[config.mk]
export PLATFORM = sky130hd
export DESIGN_NAME = lemming_dig_arbiter
export DESIGN_NICKNAME = d
export VERILOG_FILES = /design/src/rtl/lemming_dig_arbiter.sv
export SDC_FILE = /design/constraint.sdc
export NUM_CORES = 1
export LEC_CHECK = 0
export ABC_AREA = 0
export CORE_ASPECT_RATIO = 0.8
export CORE_MARGIN = 4
export CORE_UTILIZATION = 34
export CTS_CLUSTER_DIAMETER = 100
export CTS_CLUSTER_SIZE = 16
export DETAILED_ROUTE_END_ITERATION = 10
export PLACE_DENSITY = 0.57
export SLEW_MARGIN = 15
export SYNTH_ARGS = -nofsm -noshare
export SYNTH_HDL_FRONTEND = slang
export SYNTH_SLANG_ARGS = --single-unit
[constraint.sdc]
create_clock -name clk -period 2.95 [get_ports clk]
set_input_delay 0.59 -clock clk [delete_from_list [all_inputs] [get_ports clk]]
set_output_delay 0.59 -clock clk [all_outputs]
set_load 0.01 [all_outputs]
[src/rtl/lemming_dig_arbiter.sv]
// rtl/lemming_dig_arbiter.sv - round-robin shovel arbiter for four lemmings
// Moore FSM: grant, wait for digging ack, hold with a dig limit, one-cycle release.
module lemming_dig_arbiter #(
  parameter int ACK_WAIT = 4,
  parameter int MAX_DIG  = 64
) (
  input  logic       clk,
  input  logic       areset,
  input  logic [3:0] req,
  input  logic [3:0] digging,
  output logic [3:0] dig_grant,
  output logic [1:0] owner,
  output logic       busy,
  output logic       timeout
);

  typedef enum logic [1:0] {
    IDLE    = 2'd0,
    GRANT   = 2'd1,
    HOLD    = 2'd2,
    RELEASE = 2'd3
  } state_t;

  localparam logic [15:0] ACK_LAST = 16'(ACK_WAIT - 1);
  localparam logic [15:0] DIG_LAST = 16'(MAX_DIG - 1);

  state_t      state_q, state_d;
  logic [1:0]  owner_q, owner_d;
  logic [1:0]  ptr_q, ptr_d;
  logic [15:0] wait_q, wait_d;
  logic [15:0] hold_q, hold_d;
  logic        to_q, to_d;
  logic [1:0]  chosen;
  logic [1:0]  cand;

  // Scan from farthest to nearest so the requester closest after ptr wins.
  always_comb begin
    chosen = 2'd0;
    cand   = 2'd0;
    for (int i = 4; i >= 1; i--) begin
      cand = ptr_q + 2'(i);
      if (req[cand]) chosen = cand;
    end
  end

  always_comb begin
    state_d = state_q;
    owner_d = owner_q;
    ptr_d   = ptr_q;
    wait_d  = wait_q;
    hold_d  = hold_q;
    to_d    = 1'b0;
    case (state_q)
      IDLE: begin
        if (|req) begin
          state_d = GRANT;
          owner_d = chosen;
          wait_d  = 16'd0;
        end
      end
      GRANT: begin
        if (digging[owner_q]) begin
          state_d = HOLD;
          hold_d  = 16'd0;
        end else if (!req[owner_q]) begin
          state_d = RELEASE;
        end else if (wait_q == ACK_LAST) begin
          state_d = RELEASE;
          to_d    = 1'b1;
        end else begin
          wait_d = wait_q + 16'd1;
        end
      end
      HOLD: begin
        if (!digging[owner_q]) begin
          state_d = RELEASE;
        end else if (hold_q == DIG_LAST) begin
          state_d = RELEASE;
          to_d    = 1'b1;
        end else begin
          hold_d = hold_q + 16'd1;
        end
      end
      RELEASE: begin
        state_d = IDLE;
        ptr_d   = owner_q;
      end
      default: state_d = IDLE;
    endcase
  end

  always_ff @(posedge clk or posedge areset) begin
    if (areset) begin
      state_q <= IDLE;
      owner_q <= 2'd0;
      ptr_q   <= 2'd3;
      wait_q  <= 16'd0;
      hold_q  <= 16'd0;
      to_q    <= 1'b0;
    end else begin
      state_q <= state_d;
      owner_q <= owner_d;
      ptr_q   <= ptr_d;
      wait_q  <= wait_d;
      hold_q  <= hold_d;
      to_q    <= to_d;
    end
  end

  assign busy      = (state_q == GRANT) || (state_q == HOLD);
  assign dig_grant = busy ? (4'b0001 << owner_q) : 4'b0000;
  assign owner     = owner_q;
  assign timeout   = (state_q == RELEASE) && to_q;

endmodule

After elaboration in Yosys (flattened, before gate mapping). Index checks and enable logic that the tools add are counted.

Bits in read-only memories: 0. Bits in latches: 0. Memories: 0. Output and inout bits: 8. Input port bits: 10. Bits in writable memories: 0. Register bits: 39.

Shifts and indexed selects: 1. $add $sub $neg: 5. Equal/unequal tests: 14. Divide/modulo/power cells: 0. Multipliers: 0. $lt $le $gt $ge: 5. Reduce and logical (&&, ||, !) cells: 10. Bitwise logic cells: 0. Mux-type cells: 39.

Operators with widths (count): $mux W16 (7); $pmux W16 S2 (2); $add A16 B1 Y16 const B (2); $mux W2 (10); $eq A16 B2 Y1 const B (1); $eq A16 B6 Y1 const B (1); $lt A2 B3 Y1 const B (5); $ne A2 B2 Y1 const B (7); $bmux W1 S2 (6); $mux W1 (11); $pmux W2 S4 (1); $reduce_and A5 Y1 (1); $add A2 B2 Y2 const B (2); $eq A2 B2 Y1 const B (2); $mux W4 (1); $ne A4 B4 Y1 const B (1); $reduce_and A4 Y1 (1); $reduce_bool A2 Y1 (2); $reduce_or A4 Y1 (1); $shl A1 B2 Y4 const A (1); $ne A3 B3 Y1 const B (1); $reduce_and A3 Y1 (1); $add A2 B1 Y2 const B (1); $eq A2 B1 Y1 const B (1); 5 further kinds (5).

Logic depth before layout (Yosys ltp).
Depth after elaboration: 6. Mapped depth: 8. Mapped depth without buffers: 7.

Least setup slack after synthesis. Ideal clock, no wire load.

Path type: reg2reg. Start point: reg hold_q[0]. End point: reg state_q[1]. Slack: 0.879 ns. Required time: 2.825 ns. Cell stages (with the launch flop): 7. Arrival time: 1.946 ns. Path buffers: 0. Clock period less this slack: 2.071 ns. Cell sequence: dfrtp_1 > ha_1 > or4bb_1 > o41a_1 > a21boi_2 > nand2_2 > mux2_4.

Word-level cells in the longest chain between the ends: 3.

Ends and longest elaborated chain: start, declared (line 31) `logic [15:0] hold_q, hold_d;`; start signal, assigned (line 105) `hold_q <= hold_d;`; $eq A16 B6 Y1 (line 77) `end else if (hold_q == DIG_LAST) begin`; $ne A3 B3 Y1 (no source line); $reduce_and A3 Y1 (no source line); end signal, assigned (line 101) `state_q <= state_d;`; end, declared (line 27) `state_t state_q, state_d;`.

No other way between the ends. A chain may end at the register's enable or synchronous reset.

Worst setup path in the final report.
Start point: reg state_q[0]. End point: out dig_grant[0].

Word-level cells in the longest chain between the ends: 3.

Ends and longest elaborated chain: $eq A2 B1 Y1 or $eq A2 B2 Y1 (tied branches) (line 110) `assign busy = (state_q == GRANT) || (state_q == HOLD);`; $logic_or A1 B1 Y1 * (line 110); $mux W4 * (line 111) `assign dig_grant = busy ? (4'b0001 << owner_q) : 4'b0000;`; end, declared (line 11) `output logic [3:0] dig_grant,`.

Mark *: on every way between the ends. The rest lies on a longest branch, timed or not.

==> impl_metrics.csv <==
group,metric,value,unit
placement,routabilityCongestion,0.777,
synthesis,synth-warning-count,0,
critical_path,timing.critical_path.cells,"inv_1, ha_1, nor3b_1, clkdlybuf4s50_1",
pwr,irDropWorstVdd,0.276,mV
sta,final_hold_viol_count,0,
sta,tns,0,ns
synthesis,synth_cells,255,
die,rows,26,
critical_path,cp-start-kind,"flip-flop",
finish,area_delta_synth_final,16.0,%
pwr,netSwitchingFraction,39.5,%
cts,clk_latency,0.30,ns
placement,hpwl,3810,um
die,core,0.00657,mm^2
critical_path,critical-path-max-stage-delay,0.56,ns
placement,io_buffers,17,
cts,cts_setup_buffers,0,
pwr,power.leakage,1.14,nW
pwr,pwr_density_cell,750,mW/mm^2
synthesis,synth-adder-area-share,3.72,%
synthesis,synth_ff_type,"dfrtp_1",
finish,diodes,0,
synthesis,synth_nets,272,
finish,drive_gt1_share,10.4,%
drt,viasPerCell,5.38,
job,cap_violations,0,
cts,clkTransAtPathRegs,0.07,ns
global_route,grt_pass1_wl,8980,um
synthesis,synth_mux_area_share,5.26,%
sta,rsz0062_at_grt,"false",
sta,finalClockSkew,0.0120,ns
critical_path,worstPathArrival,1.99,ns
pwr,p_sw,0.809,mW
synthesis,ys_async_sr_fraction,100,%
min_path,hp-class,"flip-flop to flip-flop",
placement,place_area,0.00264,mm^2
drt,post_drt_wl_per_cell,14.6,um
finish,layout_common_cells,"37 x dfrtp_1, 28 x nand2_1, 20 x nor2_1, 19 x o21ai_0, 17 x clkdlybuf4s50_1",
pwr,p_total,2.05,mW
critical_path,cp_slowest_cell,"clkdlybuf4s50_1",
synthesis,synth_compound_area_share,16.1,%
synthesis,synth.ff_latch_count,39,
critical_path,crit_type,"flip-flop to primary output",
sta,fin_ws,0.375,ns
finish,multiInputGateArea,0.00130,mm^2
pwr,internal_power,1.24,mW
global_route,grt_max_degree,40,
synthesis,synth_seq_area_share,41.5,%
sta,finalCriticalPeriod,2.58,ns
drt,drc,0,
critical_path,end_kind,"primary output",
finish,final_area,0.00273,mm^2
pwr,pwr-share-seq,38.4,%
die,die_x,101,um
critical_path,crit_path_max_fanout,7,
pwr,clkPwrFrac,18.3,%
sta,maxSlewHeadroom,54.5,%
synthesis,synth-simple-area-share,25.3,%
synthesis,ys_types,53,
sta,finalMaxSlewViolations,0,
critical_path,r2r_setup_slack,0.65,ns
global_route,grtUsageTotal,13.6,%
global_route,overflow,0,
sta,setup_viol,0,
die,die_h,82.5,um
finish,final_net_count,296,
cts,root_buffer,"clkbuf_8",
finish,final_common_cell,"dfrtp_1",
drt,first_pass_iters,4,
cts,cts_buffer_depth,2,
cts,cts_buffers,5,
finish,fillerInstances,670,
finish,regArea,978,um^2
synthesis,synth_xor_area_share,4.83,%
die,dieArea,0.00833,mm^2
synthesis,synth_top_family_by_area,"simple AND/OR/NAND/NOR gates",
cts,ctsHoldBuffers,0,
drt,drt_first_iter_violations,88,
drt,wirelength,5310,um
sta,finalCritPeriodShare,87.3,%
synthesis,avgSynthCellArea,9.24,um^2
cts,htreeDepth,2,
global_route,antenna_found_initial,0,
critical_path,required,2.36,ns
global_route,first_global_vias,1834,
cts,tritoncts,"built",
drt,vias,1960,
synthesis,synth-edff-count,0,
pwr,power_frac_comb,43.3,%
die,ios,18,
cts,cts_resized,0,
drt,ant_nets,0,
sta,tightestPinTransition,0.677,ns
sta,holdWs,0.498,ns
sta,fmax,388,MHz
status,outcome,"finished clean",
placement,dp_slack,0.232,ns
synthesis,netlist_area,0.00236,mm^2
die,initial_core_util,35.9,%
cts,cts_sinks,39,
==> sequential cells by signal (all words and copies together), names as in the netlist <==
register / count
ptr_q: 2
state_q: 2
owner: 2
to_q: 1
wait_q: 16
hold_q: 16
==> logic make-up (layout without fill, tap and decap cells) <==
family | count (synthesis) | in the layout
multiplexers | 9 | 9
AO/OA/AOI/OAI | 57 | 57
XOR/XNOR | 13 | 13
buffers and inverters | 16 | 41
adder cells (fa/ha/maj) | 7 | 7
AND/OR/NAND/NOR | 114 | 114
flip-flops | 39 | 39
==> cell usage after synthesis (2+ instances only) <==
cell	number	area share, %
and3_1	5	1.3
mux2i_1	3	1.3
nor3_1	4	0.85
nand2_1	28	4.5
a31oi_1	3	0.80
a21oi_1	10	2.1
a211oi_1	5	1.6
xnor2_1	6	2.2
ha_1	7	3.7
clkbuf_1	4	0.64
o31ai_1	3	0.96
mux4_2	2	1.9
o21ai_0	19	4.0
or4_1	2	0.64
nand4_1	13	3.5
nor4_1	4	1.1
nor3b_1	4	1.3
o311ai_0	3	1.1
a22o_1	2	0.74
dfrtp_1	37	39
nand3_1	15	3.2
mux2_2	3	1.4
nand2b_1	2	0.53
nor2_1	20	3.2
and2_1	2	0.53
dfstp_2	2	2.2
inv_1	9	1.4
xor2_1	7	2.6
nor2b_1	6	1.6
and4_1	2	0.74
==> worst max-delay path: cells and delay by family, from the launching register on <==
family                     cells  cell delay (ns)
buffers and inverters          2             0.67
adders and majority gates      1             0.41
DFF                            1             0.41
and+or+nand+nor                1             0.21
==> power groups by stage <==
| stage | combinational (mW) | sequential, mW | clock, mW |
|---|---|---|---|
| 6_report | 0.887 | 0.787 | 0.376 |
| 5_1_grt | 0.983 | 0.805 | 0.421 |
| 4_1_cts | 0.897 | 0.789 | 0.391 |
| 3_5_place_dp | 0.893 | 0.796 | 0 |
| 3_3_place_gp | 0.884 | 0.798 | 0 |
| 2_1_floorplan | 0.638 | 0.753 | 0 |
==> layer usage <==
layer | GRT usage (%) | wire length (um)
met5 | 0 | 0
met4 | 4.25 | 41
met3 | 3.02 | 148
met2 | 19.1 | 2230
met1 | 20.5 | 2880
==> final cells by class <==
class                      count  share of cell area, %
inverter                       9                   1.24
tap                           84                   3.84
sequential                    39                   35.8
clock buffer                   7                   3.16
clock inverter                 1                  0.183
multi-input combinational    200                   47.6
timing repair buffer          24                   8.15
==> metrics by stage <==
step | cells | util (%)
floorplan | 255 | -
global placement | 356 | 40.2
detailed placement | 356 | 40.2
CTS | 364 | 41.6
global route | 364 | 41.6
finish | 364 | 41.6
==> path summary, 6_finish.rpt <==
path,endpoint,cells after the start,from
setup / recovery,dig_grant[0],4,state_q[0]$_DFFE_PP0P_
hold / removal,wait_q[15]$_DFFE_PP0P_,1,wait_q[15]$_DFFE_PP0P_
setup reg to reg,hold_q[14]$_DFFE_PP0P_,8,state_q[1]$_DFFE_PP0P_
hold reg to reg,wait_q[15]$_DFFE_PP0P_,1,wait_q[15]$_DFFE_PP0P_
max in group asynchronous,ptr_q[1]$_DFFE_PP1N_,3,areset
min in group asynchronous,hold_q[13]$_DFFE_PP0P_,3,areset
(Power assumes the default switching activity.)
